--- config.mk ---
export PLATFORM = sky130hd
export DESIGN_NAME = decoder_sel_sequencer
export DESIGN_NICKNAME = d
export VERILOG_FILES = /design/src/rtl/decoder_pkg.sv /design/src/rtl/dwell_timer.sv /design/src/rtl/decoder_sel_sequencer.sv
export SDC_FILE = /design/constraint.sdc
export NUM_CORES = 1
export LEC_CHECK = 0
export ABC_AREA = 1
export CAP_MARGIN = 25
export CELL_PAD_IN_SITES_DETAIL_PLACEMENT = 2
export CELL_PAD_IN_SITES_GLOBAL_PLACEMENT = 2
export CORE_MARGIN = 1
export CORE_UTILIZATION = 35
export CTS_BUF_LIST = sky130_fd_sc_hd__clkbuf_4
export CTS_CLUSTER_DIAMETER = 120
export DETAILED_ROUTE_END_ITERATION = 12
export HOLD_SLACK_MARGIN = 0.1
export PLACE_DENSITY = 0.9
export SKIP_CTS_REPAIR_TIMING = 1
export SLEW_MARGIN = 15
export SYNTH_ARGS = -nofsm -noshare
export SYNTH_HDL_FRONTEND = slang
export SYNTH_SLANG_ARGS = --single-unit
--- constraint.sdc ---
create_clock -name clk -period 2.51 [get_ports clk]
set_input_delay 0.251 -clock clk [delete_from_list [all_inputs] [get_ports clk]]
set_output_delay 0.251 -clock clk [all_outputs]
set_load 0.01 [all_outputs]
--- src/rtl/decoder_pkg.sv ---
// decoder_pkg: shared widths, FSM state type and Gray helper for the decoder select sequencer.
package decoder_pkg;
  localparam int SEL_W = 3;
  localparam int NUM_CODES = 8;
  typedef enum logic [1:0] {IDLE, RUN, DONE} state_t;
  function automatic logic [SEL_W-1:0] bin2gray(input logic [SEL_W-1:0] b);
    return b ^ (b >> 1);
  endfunction
endpackage

--- src/rtl/dwell_timer.sv ---
// dwell_timer: counts handshake ticks on the current code; expire marks the accepting tick.
module dwell_timer #(
  parameter int DWELL = 1
) (
  input  logic clk,
  input  logic rst,
  input  logic clr,
  input  logic tick,
  output logic expire
);
  logic [7:0] cnt_q;
  assign expire = tick & (cnt_q == 8'(DWELL - 1));
  always_ff @(posedge clk or posedge rst) begin
    if (rst) cnt_q <= '0;
    else if (clr || expire) cnt_q <= '0;
    else if (tick) cnt_q <= cnt_q + 8'd1;
  end
endmodule

--- src/rtl/decoder_sel_sequencer.sv ---
// decoder_sel_sequencer: registered x/y/z select sweep source with valid/ready dwell.
// Define SEL_GRAY_EN to present the Gray encoding of the internal binary code on x/y/z.
module decoder_sel_sequencer
  import decoder_pkg::*;
#(
  parameter int DWELL      = 1,
  parameter bit CONTINUOUS = 0
) (
  input  logic       clk,
  input  logic       rst,
  input  logic       start,
  input  logic       stop,
  input  logic       dir,
  input  logic       load,
  input  logic [2:0] load_val,
  input  logic       sel_ready,
  output logic       sel_valid,
  output logic       x,
  output logic       y,
  output logic       z,
  output logic       busy,
  output logic       done,
  output logic [7:0] sweep_cnt
);
  state_t           state_q;
  logic [SEL_W-1:0] code_q, sel_q, first_d, step_d;
  logic [3:0]       code_cnt_q;
  logic [7:0]       sweep_cnt_q;
  logic             dir_q, sel_valid_q, busy_q, done_q, accept, last;
`ifdef SEL_GRAY_EN
  function automatic logic [SEL_W-1:0] enc(input logic [SEL_W-1:0] b);
    return bin2gray(b);
  endfunction
`else
  function automatic logic [SEL_W-1:0] enc(input logic [SEL_W-1:0] b);
    return b;
  endfunction
`endif
  dwell_timer #(.DWELL(DWELL)) u_dwell (
    .clk   (clk),
    .rst   (rst),
    .clr   (state_q != RUN || stop),
    .tick  (sel_valid_q & sel_ready),
    .expire(accept)
  );
  assign first_d = load ? load_val : (dir ? SEL_W'(NUM_CODES - 1) : '0);
  assign step_d  = dir_q ? code_q - 1'b1 : code_q + 1'b1;
  assign last    = code_cnt_q == 4'(NUM_CODES - 1);
  always_ff @(posedge clk or posedge rst) begin
    if (rst) begin
      state_q     <= IDLE;
      code_q      <= '0;
      sel_q       <= '0;
      code_cnt_q  <= '0;
      sweep_cnt_q <= '0;
      dir_q       <= 1'b0;
      sel_valid_q <= 1'b0;
      busy_q      <= 1'b0;
      done_q      <= 1'b0;
    end else begin
      done_q <= 1'b0;
      case (state_q)
        IDLE: if (start && !stop) begin
          state_q     <= RUN;
          busy_q      <= 1'b1;
          sel_valid_q <= 1'b1;
          dir_q       <= dir;
          code_q      <= first_d;
          sel_q       <= enc(first_d);
          code_cnt_q  <= '0;
        end
        RUN: if (stop) begin
          state_q     <= IDLE;
          busy_q      <= 1'b0;
          sel_valid_q <= 1'b0;
        end else if (accept) begin
          code_cnt_q <= last ? '0 : code_cnt_q + 4'd1;
          if (last && sweep_cnt_q != 8'hff) sweep_cnt_q <= sweep_cnt_q + 8'd1;
          // a single sweep keeps its last code visible through DONE
          if (last && !CONTINUOUS) begin
            state_q     <= DONE;
            busy_q      <= 1'b0;
            sel_valid_q <= 1'b0;
            done_q      <= 1'b1;
          end else begin
            code_q <= step_d;
            sel_q  <= enc(step_d);
          end
        end
        DONE: state_q <= IDLE;
        default: state_q <= IDLE;
      endcase
    end
  end
  assign {x, y, z}  = sel_q;
  assign sel_valid  = sel_valid_q;
  assign busy       = busy_q;
  assign done       = done_q;
  assign sweep_cnt  = sweep_cnt_q;
endmodule

==> qor.csv <==
metric,value,unit
outcome,finished clean,
RSZ-0062 raised after global routing,no,
Syn Inst Count,230,
Syn Nets,245,
min Tclk post-route,1690,ps
Worst slew margin,73.6,%
Die ar.,5350,um^2
"Slew Viols, Final",0,
worst reg-to-reg path cell count,6,
placed cells,320,
remaining global-route overflow,0,
Crit-path slowest cell,clkdlybuf4s50_1,
pin count of the biggest net entering global routing,29,
worst path cell trace,clkdlybuf4s50_1,
CTS buffer count,3,
Worst R2R Setup Slack,830,ps
# DRC,0,
root buf cell,clkbuf_4,
# setup viols final,0,
Tcrit/Tclk final,67.2,%
clk_lat worst skew,340,ps
Fmax achieved,593,MHz
initial antenna violation count,0,
initial cell density of the core,37.0,%
worst min path class,in -> async,
fin cells,324,
pwr dens,635,nW/um^2
Rows,25,
total power,1.34,mW
CP endpoint kind,primary output,
Core Box Area,4790,um^2
max cap viols,0,
vias per cell,4.99,
Die Wd,73.1,um
Slew @ Worst Pin,394,ps
"Seq/Total Area, Yosys",39.6,%
reg2reg start,u_dwell.cnt_q[0],
Final Net Count,273,
Setup crit start kind,flip-flop,
vias in the first global route,1720,
share of cells above drive strength 1,11.7,%
"Arr. time, crit path",1440,ps
total number of vias,1618,
Worst-path clk slew,160,ps
setup tns final,0,ps
Pre-Repair DR Iteration Count,4,
# diodes,0,
Unique masters post-synth,32,
H-tree levels,1,
Post-Syn Area per Cell,7.70,um^2
Avg WL per Cell,14.8,um
CP max stage delay,590,ps
CP required,2260,ps
final wirelength,4.79,mm
Chip Height,73.1,um
Antenna Violating Nets Remaining,0,
area grow syn2layout,19.2,%
# port buffers,23,
CP bufs+invs,1,
maximum root-to-sink buffer count,2,
CTS tree,built,
type of the worst setup path,reg -> out,
Final Hold Vio Count,0,
CP top delay family,buffers and inverters,
Worst Clk Skew,2.51,ps
Critical R2R Capture,sweep_cnt[0],
number of I/O pins,24,
Pleak,1.04,nW
DPL Wire Length,3.68,mm
Final GP Congestion,0.786,
VDD IR-drop max,0.330,mV
yosys warns,0,
Crit Path Max Fanout,7,
first-pass GRT wire length,8.30,mm
mapped cell area,1770,um^2
Tot GR Track Use,20.5,%
number of clock sinks,28,
Crit path depth,1,
DRT iter0 DRCs,61,
Synth Register Bits,28,
layout make-up:
type	count	area (um^2)
Timing Repair Buffer	24	238
Inverter	31	119
Multi-Input combinational cell	170	943
Tap cell	67	83.8
Clock buffer	3	22.5
Fill cell	573	2680
Sequential cell	28	701
Clock inverter	1	3.75
kinds of logic (layout without fill, tap and decap cells):
logic type,after synthesis,in the layout,synth area share (%)
and+or+nand+nor,146,146,42.5
buffers and inverters,32,59,7.14
DFF,28,28,39.6
adders and majority gates,5,5,3.96
AOI/OAI and AO/OA,14,14,4.38
xor gates and xnor gates,5,5,2.47
per-stage QoR:
step / utilization [%] / setup WS, ps / hold slack, ps / instance area, um^2
6_report: 44.1 / 824 / 268 / 2110
3_5_place_dp: 43.6 / 809 / 523 / 2080
5_1_grt: 44.1 / 695 / 296 / 2110
2_1_floorplan: - / 1110 / 316 / 1770
4_1_cts: 44.1 / 799 / 275 / 2110
3_3_place_gp: 43.6 / 843 / 508 / 2080
how the worst max path moves through the flow:
| stage | start | to | slack (ps) |
|---|---|---|---|
| floorplan | sweep_cnt[0] | sweep_cnt[3] | 1110 |
| global placement | sel_ready | sweep_cnt[0] | 840 |
| detailed placement | sel_ready | sweep_cnt[0] | 810 |
| CTS | sweep_cnt[3] | sweep_cnt[3] | 800 |
| global route | u_dwell.cnt_q[0] | sweep_cnt[0] | 690 |
| finish | sweep_cnt[3] | sweep_cnt[3] | 820 |
synth_stat cells, drive strengths merged:
master / number / area, um^2
nand2: 74 / 310
nor3: 4 / 20.0
o21a: 1 / 7.51
nand4: 5 / 46.3
or2: 2 / 12.5
nor4: 2 / 12.5
ha: 4 / 50.1
fa: 1 / 20.0
o21ai: 9 / 45.0
xor2: 5 / 43.8
inv: 30 / 115
a21oi: 2 / 10.0
nor2: 27 / 150
clkinv: 1 / 3.75
nand3b: 2 / 27.5
dfrtp: 28 / 701
a22oi: 2 / 15.0
nor3b: 2 / 15.0
buf: 1 / 7.51
nand3: 28 / 158
layout by cell type, fill, tap and decap left out, drive strengths merged:
master	count
dfrtp	28
nand3	28
nand4	5
nand2	74
fa	1
o21a	1
a22oi	2
or2	2
nor2	27
clkdlybuf4s50	23
ha	4
clkbuf	3
a21oi	2
xor2	5
inv	30
o21ai	9
nor3b	2
nand3b	2
nor3	4
buf	1
clkinv	2
nor4	2
power by group:
part	switching, mW	internal, mW
Combinational	0.334	0.227
Clock	0.141	0.0586
Sequential	0.0669	0.514
Total	0.541	0.799
sequential cells by signal, summed over array words and instances, names as in the netlist:
register	count
sweep_cnt	8
busy	1
sel_q	3
dir_q	1
code_cnt_q	4
state_q	2
u_dwell.cnt_q	8
done	1
metal layers:
layer  wire length, um  global-route usage, %
met3                66                   1.66
met5                 0                      0
met4                74                   5.88
met2              2460                   35.9
met1              2190                   26.8
Power figures use the tool's default switching activity.
==> RTL edit 1 (same settings) <==
Re-encode `state_t` (3 states) as one-hot, 3 bits wide.
--- a/src/rtl/decoder_pkg.sv
+++ b/src/rtl/decoder_pkg.sv
@@ -2,7 +2,7 @@
 package decoder_pkg;
   localparam int SEL_W = 3;
   localparam int NUM_CODES = 8;
-  typedef enum logic [1:0] {IDLE, RUN, DONE} state_t;
+  typedef enum logic [2:0] {IDLE = 3'b001, RUN = 3'b010, DONE = 3'b100} state_t;
   function automatic logic [SEL_W-1:0] bin2gray(input logic [SEL_W-1:0] b);
     return b ^ (b >> 1);
   endfunction
Function: same outputs for any inputs over 10 cycles, from zero or initial values and one cycle with rst high; not proved beyond that.
==> RTL edit 1 against the original RTL <==
- design area grew 3.7%
- synthesized area increased by 2.8%
- routed wire length is 14% higher
- first-iteration DRC count rose by 6.6%
- total power is 6.4% higher
- global-route usage up 2.6 points
- clock power up 47%
- sequential cell count grew 1
- register-to-register slack improved by 0.08 ns
- die area increased by 2.7%
- worst setup slack improved by 0.042 ns
- critical path type unchanged
- critical endpoint is now sweep_cnt[5]
- largest cell class unchanged
==> RTL edit 1: results (changes against the original RTL) <==
outcome finished, final reports clean; via count 1740 (+7.5%); Crit-path slowest cell clkdlybuf4s50_1; Seq/Total Area, Yosys 40.0% (+0.38 points); worst skew pair latency 0.34 ns (about the same); Area contributors post-synth dfrtp_1, nand2_1, nand3_1; Critical Path Sink sweep_cnt[5]; ratio of cells with drive above 1 in the final layout 13.8% (+2.1 points); DRT Pass-1 Iters 4 (unchanged); Final #Nets 289 (+5.9%); drt initial violations 65 (+6.6%); HP Class input port to async pin; Commonest cells post-synth nand2_1, dfrtp_1, inv_1; static leakage 1.09 nW (+5.4%); Post-DP HPWL 4.25 mm (+16%); Synthesized Nets 259 (+5.7%); Critical Path Source sweep_cnt[5]; Netlist cell types 28 (-13%); Setup WS pre-CTS 0.771 ns (-0.0380 ns); Tmin final 1.64 ns (-0.0425 ns); GRT Total Usage 23.1% (+2.6 points); FILL cells 603 (+5.2%); synth warn 0 (unchanged); asr flop ratio synth 100% (unchanged); R2R Path End sweep_cnt[3]; crit path DAT 1.39 ns (-0.05 ns); r2r worst-path depth 10 (+4); initial antenna violation count 0 (unchanged); global-route wire length before repair 9.43 mm (+14%); Slew @ Worst Pin 0.502 ns (+0.108 ns); crit-path leading delay family buffers and inverters; clock slew at reported path FFs 0.10 ns (-0.06 ns); flop2flop setup slack 0.91 ns (+0.08 ns); vias in the first global route 1944 (+13%); dominant synthesized flop cell dfrtp_1; Detailed Route WL 5.46 mm (+14%); Max-Cap Viols 0 (unchanged); H-tree Lvls 2 (+1); CP Max Fanout 5 (-2); clk_skew 0.0212 ns (+0.0187 ns); largest net degree at the start of global routing 18 (-38%); cts bufs inserted 5 (+2); Antenna diodes 0 (unchanged); CTS Buffer Depth 2 (unchanged); routability congestion estimate from global placement 0.785 (about the same); worst stage delay on the critical path 0.59 ns (about the same); dpl cell area 2130 um2 (+2.3%); root buf cell clkbuf_4; worst reg2reg path startpoint code_cnt_q[0]; area of the multi-input gates 945 um2 (+0.13%); Max VDD drop 0.000294 V (-11%); port bufs 23 (unchanged)
RTL edit 1: logic make-up (layout without fill, tap and decap cells):
kind of cell	after synthesis	in the layout	synth area share (%)
compound gates	13	13	3.78
xor+xnor	6	6	2.89
fa+ha+maj	5	5	3.85
buf+inv	37	68	8.12
flops	29	29	40.0
simple gates	154	154	41.4
RTL edit 1: where the power goes:
| group | switching [mW] | internal, mW |
|---|---|---|
| clock | 0.164 | 0.129 |
| sequential | 0.0676 | 0.532 |
| combinational | 0.324 | 0.208 |
RTL edit 1: cell type report:
| type | count | area share (%) |
|---|---|---|
| inverter | 36 | 6.40 |
| multi-input combinational | 178 | 43.1 |
| timing repair buffer | 24 | 10.9 |
| clock inverter | 1 | 0.171 |
| clock buffer | 7 | 2.40 |
| sequential | 29 | 33.2 |
| tap | 67 | 3.83 |
RTL edit 1: worst min path at each step:
stage | slack [ns] | cells after the start | to | from
after floorplan | 0.33 | 1 | busy | rst
after CTS | 0.25 | 2 | sweep_cnt[5] | rst
final | 0.23 | 2 | sweep_cnt[5] | rst
after detailed placement | 0.53 | 2 | code_cnt_q[1] | code_cnt_q[1]
after global placement | 0.52 | 2 | sweep_cnt[1] | sweep_cnt[1]
after global routing | 0.26 | 2 | sweep_cnt[5] | rst
RTL edit 1: metrics by stage:
step           cells  hold WS [ns]
2_1_floorplan    244         0.328
5_1_grt          342         0.256
3_3_place_gp     334         0.516
6_report         342         0.227
4_1_cts          342         0.247
3_5_place_dp     334         0.535
RTL edit 1: routing by layer:
metal | track usage [%] | share of wire [%] | vias up
li1 | - | - | 831
met1 | 28.0 | 44 | 871
met2 | 41.4 | 52 | 26
met3 | 3.39 | 2.2 | 12
met4 | 8.33 | 2.0 | 0
met5 | 0 | 0 | -
==> RTL edit 2 (same settings) <==
Without the edit above. The parameter `CONTINUOUS` goes from 0 to 1.
--- a/src/rtl/decoder_sel_sequencer.sv
+++ b/src/rtl/decoder_sel_sequencer.sv
@@ -4,7 +4,7 @@
   import decoder_pkg::*;
 #(
   parameter int DWELL      = 1,
-  parameter bit CONTINUOUS = 0
+  parameter bit CONTINUOUS = 1
 ) (
   input  logic       clk,
   input  logic       rst,
Behaviour: not the same (a bounded check fails within 10 cycles, from zero or initial values and one cycle with rst high).
==> RTL edit 2 against the original RTL <==
- largest cell class unchanged
- routed wire length down 8.6%
- critical endpoint is now sel_valid
- global-route usage decreased by 1.1 points
- worst setup slack worse by 0.12 ns
- maximum frequency fell by 6.7%
- design area down 9.6%
- synthesized cell count is 4.3% lower
- sequential cell count decreased by 3
- synthesized area shrank 7.6%
- sequential share of layout area shrank 0.41 points
- non-clock buffer count shrank 1
- cell count shrank 9.3%
Power is not compared: it rests on default switching activity, and its combinational part moved more than twofold at a synthesized area within 25%.
==> RTL edit 2: results (changes against the original RTL) <==
outcome finished, final reports clean; switching power around 300 uW; Area contributors post-synth dfrtp_1, nand2_1, nand3_1; mean post-synth cell area 7.43 um2 (-3.4%); worst skew pair latency 0.32 ns (-0.02 ns); port bufs 22 (-4.3%); GRT Total Usage 19.4% (-1.1 points); Post-DP HPWL 3.52 mm (-4.5%); Commonest cells post-synth nand2_1, nand3_1, inv_1; CP Max Fanout 9 (+2); routability congestion estimate from global placement 0.771 (-1.8%); drt initial violations 24 (-61%); ratio of cells with drive above 1 in the final layout 7.44% (-4.2 points); clk_skew 0.00736 ns (+0.00486 ns); Synthesized Nets 235 (-4.1%); Slew @ Worst Pin 0.521 ns (+0.127 ns); Netlist cell types 25 (-22%); placed cells 290 (-9.4%); vias in the first global route 1671 (-2.8%); Via density 5.03 (+0.67%); WL/cell 14.9 um (+0.69%); largest net degree at the start of global routing 26 (-10%); grt met2 use 34.1% (-1.8 points); dpl cell area 1880 um2 (-9.8%); worst stage delay on the critical path 0.62 ns (+0.03 ns); Detailed Route WL 4.38 mm (-8.6%); Setup WS pre-CTS 0.641 ns (-0.167 ns); met3 usage 3.61% (+2.0 points); Seq/Total Area, Yosys 38.3% (-1.3 points); global-route wire length before repair 7.64 mm (-8.0%)
## RTL edit 2: changes by cell type after synthesis, moves of 3 or more
cell,unedited run,this run
dfrtp_1,28,25
inv_2,3,0
nand2_2,7,0
nand2_1,65,73
o21ai_0,0,3
o21ai_1,9,0
## RTL edit 2: layer usage
layer,part of all wire [%],vias up,routed length (um)
met2,51,24,2230
met4,1.2,0,52
met1,46,714,2000
met3,2.0,6,88
li1,-,734,-
met5,0,-,0
## RTL edit 2: logic make-up (layout without fill, tap and decap cells)
kind of cell,Yosys count,count (layout),share of synthesized area (%)
AO/OA/AOI/OAI,5,5,1.84
adder cells (fa/ha/maj),5,5,4.28
AND/OR/NAND/NOR,147,147,43.5
buffers and inverters,32,54,9.26
XOR/XNOR,5,5,2.68
other,1,1,0.229
flip-flops,25,25,38.3
## RTL edit 2: final timing paths
kind                                from  cells past startpoint  slack [ns]           end
setup / recovery                    busy                      1        0.70     sel_valid
hold / removal                       rst                      3        0.28  sweep_cnt[7]
setup reg to reg           code_cnt_q[0]                      8        0.90  sweep_cnt[2]
hold reg to reg             sweep_cnt[7]                      2        0.57  sweep_cnt[7]
max in group asynchronous            rst                      3        1.98      sel_q[1]
min in group clk                     dir                      3        0.54         dir_q
## RTL edit 2: final cells by class
class / count / area [um2]
Timing Repair Buffer: 23 / 228
Tap cell: 52 / 65.1
Clock inverter: 1 / 5.00
Inverter: 27 / 104
Sequential cell: 25 / 626
Fill cell: 551 / 2510
Multi-Input combinational cell: 163 / 858
Clock buffer: 3 / 22.5
